<file path="src/rtl/fft_pair_seq.sv">
// Radix-2 DIT butterfly address sequencer: streams (a, b, twiddle, stage) tuples
// over a valid/ready port for one stage or all LOG2 stages of a SAMPLES-point FFT.

module fft_pair_addr #(
  parameter int SAMPLES = 8,
  parameter int LOG2    = $clog2(SAMPLES)
) (
  input  logic [LOG2-2:0] p_i,
  input  logic [LOG2-1:0] s_i,
  output logic [LOG2-1:0] a_o,
  output logic [LOG2-1:0] b_o,
  output logic [LOG2-2:0] tw_o
);
  logic [LOG2-1:0] p_ext, mask, j, g, tw_full;
  logic [31:0]     tw_sh;

  always_comb begin
    p_ext   = {1'b0, p_i};
    mask    = (LOG2'(1) << s_i) - LOG2'(1);
    j       = p_ext & mask;
    g       = p_ext >> s_i;
    a_o     = (g << (s_i + LOG2'(1))) | j;
    b_o     = a_o + (LOG2'(1) << s_i);
    // j * (SAMPLES >> (s+1)) is a left shift by LOG2-1-s; s is always a legal stage here
    tw_sh   = 32'(LOG2 - 1) - 32'(s_i);
    tw_full = j << tw_sh;
    tw_o    = tw_full[LOG2-2:0];
  end
endmodule

module fft_pair_seq #(
  parameter int SAMPLES = 8,
  parameter int LOG2    = $clog2(SAMPLES)
) (
  input  logic            clk_i,
  input  logic            reset_i,
  input  logic            start_i,
  input  logic            all_stages_i,
  input  logic [LOG2-1:0] stage_in_i,
  input  logic            out_ready_i,
  output logic            out_valid_o,
  output logic [LOG2-1:0] addr_a_o,
  output logic [LOG2-1:0] addr_b_o,
  output logic [LOG2-2:0] twiddle_o,
  output logic [LOG2-1:0] stage_o,
  output logic            last_in_stage_o,
  output logic            busy_o,
  output logic            done_o,
  output logic            err_o
);
  localparam int HALF = SAMPLES / 2;

  typedef enum logic [1:0] {IDLE, RUN, DONE} state_t;

  typedef struct packed {
    logic [LOG2-1:0] a;
    logic [LOG2-1:0] b;
    logic [LOG2-2:0] tw;
    logic [LOG2-1:0] stage;
    logic            last;
  } bfly_t;

  state_t          state_q, state_d;
  logic [LOG2-2:0] p_q, p_d;
  logic [LOG2-1:0] s_q, s_d;
  logic            all_q, all_d;
  logic            err_q, err_d;
  bfly_t           bfly_q, bfly_d;

  logic [LOG2-1:0] nxt_a, nxt_b;
  logic [LOG2-2:0] nxt_tw;
  logic            p_last;

  assign p_last = (p_q == (LOG2-1)'(HALF - 1));

  // Fields are computed from the next-state counters so the output register
  // always holds the butterfly for the pair counter it is about to present.
  fft_pair_addr #(.SAMPLES(SAMPLES), .LOG2(LOG2)) u_addr (
    .p_i  (p_d),
    .s_i  (s_d),
    .a_o  (nxt_a),
    .b_o  (nxt_b),
    .tw_o (nxt_tw)
  );

  always_comb begin
    state_d = state_q;
    p_d     = p_q;
    s_d     = s_q;
    all_d   = all_q;
    err_d   = 1'b0;
    unique case (state_q)
      IDLE: begin
        if (start_i) begin
          if (!all_stages_i && (32'(stage_in_i) >= 32'(LOG2))) begin
            err_d = 1'b1;
          end else begin
            state_d = RUN;
            p_d     = '0;
            s_d     = all_stages_i ? '0 : stage_in_i;
            all_d   = all_stages_i;
          end
        end
      end
      RUN: begin
        if (out_ready_i) begin
          if (p_last) begin
            p_d = '0;
            if (all_q && (s_q != LOG2'(LOG2 - 1))) s_d = s_q + LOG2'(1);
            else                                   state_d = DONE;
          end else begin
            p_d = p_q + (LOG2-1)'(1);
          end
        end
      end
      DONE:    state_d = IDLE;
      default: state_d = IDLE;
    endcase

    bfly_d = '0;
    if (state_d == RUN) begin
      bfly_d.a     = nxt_a;
      bfly_d.b     = nxt_b;
      bfly_d.tw    = nxt_tw;
      bfly_d.stage = s_d;
      bfly_d.last  = (p_d == (LOG2-1)'(HALF - 1));
    end
  end

  always_ff @(posedge clk_i) begin
    if (reset_i) begin
      state_q <= IDLE;
      p_q     <= '0;
      s_q     <= '0;
      all_q   <= 1'b0;
      err_q   <= 1'b0;
      bfly_q  <= '0;
    end else begin
      state_q <= state_d;
      p_q     <= p_d;
      s_q     <= s_d;
      all_q   <= all_d;
      err_q   <= err_d;
      bfly_q  <= bfly_d;
    end
  end

  assign out_valid_o     = (state_q == RUN);
  assign busy_o          = (state_q == RUN);
  assign done_o          = (state_q == DONE);
  assign err_o           = err_q;
  assign addr_a_o        = bfly_q.a;
  assign addr_b_o        = bfly_q.b;
  assign twiddle_o       = bfly_q.tw;
  assign stage_o         = bfly_q.stage;
  assign last_in_stage_o = bfly_q.last;
endmodule

</file>
<file path="config.mk">
export PLATFORM = sky130hd
export DESIGN_NAME = fft_pair_seq
export DESIGN_NICKNAME = d
export VERILOG_FILES = /design/src/rtl/fft_pair_seq.sv
export SDC_FILE = /design/constraint.sdc
export NUM_CORES = 1
export LEC_CHECK = 0
export ABC_AREA = 1
export CORE_MARGIN = 2
export CORE_UTILIZATION = 55
export DETAILED_ROUTE_END_ITERATION = 10
export GPL_TIMING_DRIVEN = 0
export MAX_ROUTING_LAYER = met4
export PLACE_DENSITY_LB_ADDON = 0.15
export SLEW_MARGIN = 20
export SYNTH_ARGS = -nofsm -noshare
export SYNTH_HDL_FRONTEND = slang
export SYNTH_SLANG_ARGS = --single-unit
</file>
<file path="constraint.sdc">
create_clock -name clk_i -period 5.45 [get_ports clk_i]
set_clock_uncertainty 0.05 [all_clocks]
set_input_delay 0.545 -clock clk_i [delete_from_list [all_inputs] [get_ports clk_i]]
set_output_delay 0.545 -clock clk_i [all_outputs]
set_load 0.05 [all_outputs]
</file>
==> metrics.md <==
| Metric | Value |
|---|---|
| Status | completed |
| CP endpoint | addr_b_o[2] |
| Core Region | 2190 sq um |
| Synth warn | 0 |
| Period utilisation layout | 0.624 |
| First-pass iteration count of the detailed router | 4 |
| Maxcap violations | 0 |
| TritonCTS clock tree | built |
| Fraction of layout instances using a drive strength above 1 | 0.186 |
| Total die area | 2700 sq um |
| Initial antenna violation count | 0 |
| Slowest cell on the critical path | clkdlybuf4s50_1 |
| Worst r2r path cells | 20 |
| Post-Syn Instances | 168 |
| Grt ovf | 0 |
| CTS sink count | 21 |
| Commonest non-fill, non-tap cells in the layout | nand2_1, inv_1, clkdlybuf4s50_1 |
| Crit-path max FO | 7 |
| Setup Fix Bufs, Post-CTS | 0 |
| # setup viols final | 0 |
| Switching Fraction | 0.349 |
| # IOs | 24 |
| Top cell type's share of synthesized area | 0.332 |
| Leakage power | 0.671 nW |
| CP cell instances | clkdlybuf4s50_1, inv_1, nand3_1, nand3_2, nor2_4, nand2_2, nand3_4, inv_1, ha_1, inv_1, nor2_1, nand2_1, nand2_1, ha_1, inv_1, fa_1, xor2_1, inv_1, nor2_1, nor2_2 |
| Overall fraction of global-route tracks in use | 0.219 |
| Synth unique cells | 30 |
| Comb power frac | 0.303 |
| IO buf count | 22 |
| RR Endpoint | addr_b_o[2] |
| FF+latch count, synth | 21 |
| Ranking of synthesized cells by area | dfxtp_1, nand2_1, ha_1 |
| Clk slew on worst S/H paths | 0.12 ns |
| CTS Buffer Depth | 2 |
| Slew Viols, Final | 0 |
| Final hold violations | 0 |
| Hold Buf Count CTS | 0 |
| Die height | 52.0 microns |
| Fmax | 0.294 GHz |
| Area leader, netlist | dfxtp_1 |
| CP arrival | 3.56 ns |
| Site Rows | 17 |
| Hold Crit Class | flip-flop to flip-flop |
| Reg2reg start | s_q[0] |
| Final #Nets | 212 |
| Sequential share of power | 0.476 |
| Critical path startpoint | all_stages_i |
| Least-Margin Pin Slew | 0.497 ns |
| Worst path most repeated cell | inv_1 |
| HPWL Detailed | 1.97 mm |
| Max incr delay on CP | 0.47 ns |
| Vias | 1105 |
| Mapped Area | 1270 sq um |
| Internal | 224 uW |
| Setup TNS Final | 0 ns |
| Antenna diodes | 0 |
| DR vias/cell | 4.98 |
| Clk_lat worst skew | 0.31 ns |
| Initial core utilization | 0.579 |
| Clk root buf | clkbuf_4 |
| Critical Path RT | 5.61 ns |
| H-tree levels | 1 |
| Vias in the first global route | 1005 |
| RSZ-0062 raised after global routing | false |
| R2r setup slk | 2.24 ns |
| Max-slew headroom | 0.668 |
| Post-route cell area | 1550 sq um |
| ANT nets after route | 0 |
| WL/cell | 11.2 microns |
| First-pass GRT wire length | 4.23 mm |
| Post-CTS Resized | 0 |
| Post-Syn Nets | 185 |
| Largest net degree at the start of global routing | 12 |
| Min cycle time layout | 3.40 ns |
| Area grow syn2layout | 22.2% |
| CTS buffer count | 3 |
| Drt first-iter violations | 22 |
| Die width | 52.0 microns |
| Syn avg cell area | 7.54 sq um |
| Critical path endpoint category | flip-flop |
| Clk pwr share | 0.221 |
| DRC | 0 |
| IR Drop Worst-Case VDD | 206 uV |
| CP Class | primary input to flip-flop |
| GPL Wtd Cong | 0.910 |
| Cell Pwr Density | 222 nW/um^2 |
| Seq/Total Area, Yosys | 0.332 |
| P_sw | 120 uW |
| WL final | 2.48 mm |
| Post-Place Cell Area | 1520 sq um |
| Most common cell after layout, fill and taps aside | nand2_1 |
| Critical path startpoint category | primary input |
==> worst min path at each step <==
stage,start,to,slack [ns],cells after the start
finish,all_q,all_q,0.49,2
global route,all_q,all_q,0.53,2
CTS,all_q,all_q,0.49,2
detailed placement,all_q,all_q,0.47,2
global placement,all_q,all_q,0.46,2
floorplan,all_q,all_q,0.45,2
==> stage by stage <==
step | total power [mW] | utilization | instances | setup WS, ns | hold slack [ns]
final | 0.344 | 0.707 | 222 | 2.05 | 0.491
after global routing | 0.363 | 0.707 | 222 | 1.82 | 0.528
after CTS | 0.346 | 0.707 | 222 | 2.06 | 0.486
after detailed placement | 0.272 | 0.695 | 218 | 1.74 | 0.472
after global placement | 0.268 | 0.695 | 218 | 1.88 | 0.459
after floorplan | 0.245 | - | 168 | 2.60 | 0.447
==> layout make-up <==
type	instances	area (sq um)
Multi-Input combinational cell	111	707
Fill cell	190	642
Sequential cell	21	420
Timing Repair Buffer	22	220
Inverter	34	129
Tap cell	28	35.0
Clock buffer	4	26.3
Buffer	2	11.3
==> power by group through the flow <==
stage / sequential (mW) / clock, mW / combinational (mW)
floorplan: 0.178 / 0 / 0.0660
global placement: 0.167 / 0 / 0.101
detailed placement: 0.167 / 0 / 0.104
CTS: 0.164 / 0.0777 / 0.105
global route: 0.165 / 0.0839 / 0.114
finish: 0.164 / 0.0761 / 0.104
==> critical path, delay by kind of cell <==
family	cells	cell delay, ns
simple gates	10	1.17
fa+ha+maj	3	0.84
buf+inv	6	0.82
xor+xnor	1	0.16
==> cells by family (layout without fill, tap and decap cells) <==
group	Yosys count	in the layout	synth area share
flip-flops	21	21	0.332
buffers and inverters	36	62	0.111
AND/OR/NAND/NOR	90	90	0.390
XOR/XNOR	1	1	0.00691
adder cells (fa/ha/maj)	9	9	0.0948
AO/OA/AOI/OAI	11	11	0.0661
==> cells in the mapped netlist <==
cell type and number:
nand4_1 5, nor4_1 1, nand3_1 13, dfxtp_1 21
or2_1 1, a21oi_4 1, buf_4 1, nor2_4 4
ha_1 8, nand3_2 4, nor2_8 1, fa_1 1
o21ai_0 2, a21oi_1 3, clkinv_2 1, nor3_1 2
o21ai_2 1, a2111oi_0 1, inv_1 24, nand3_4 1
nor2_2 2, clkbuf_1 1, nand2_1 30, nand2_2 3
nand2_4 3, xor2_1 1, a211oi_1 1, nor2_1 20
a21oi_2 2, inv_2 9
==> per-layer routing <==
layer | vias up | track usage | part of all wire
met3 | 7 | 0.0287 | 0.044
met4 | 0 | 0.105 | 0.025
met2 | 23 | 0.357 | 0.48
met1 | 500 | 0.268 | 0.46
li1 | 575 | - | -
met5 | - | - | 0
==> flip-flops by register name, summed over array words and instances (netlist names) <==
name	cells
stage_o	3
addr_b_o	3
all_q	1
p_q	2
s_q	3
err_o	1
twiddle_o	2
last_in_stage_o	1
state_q	2
addr_a_o	3
No activity file was read; power rests on OpenSTA's default activity.
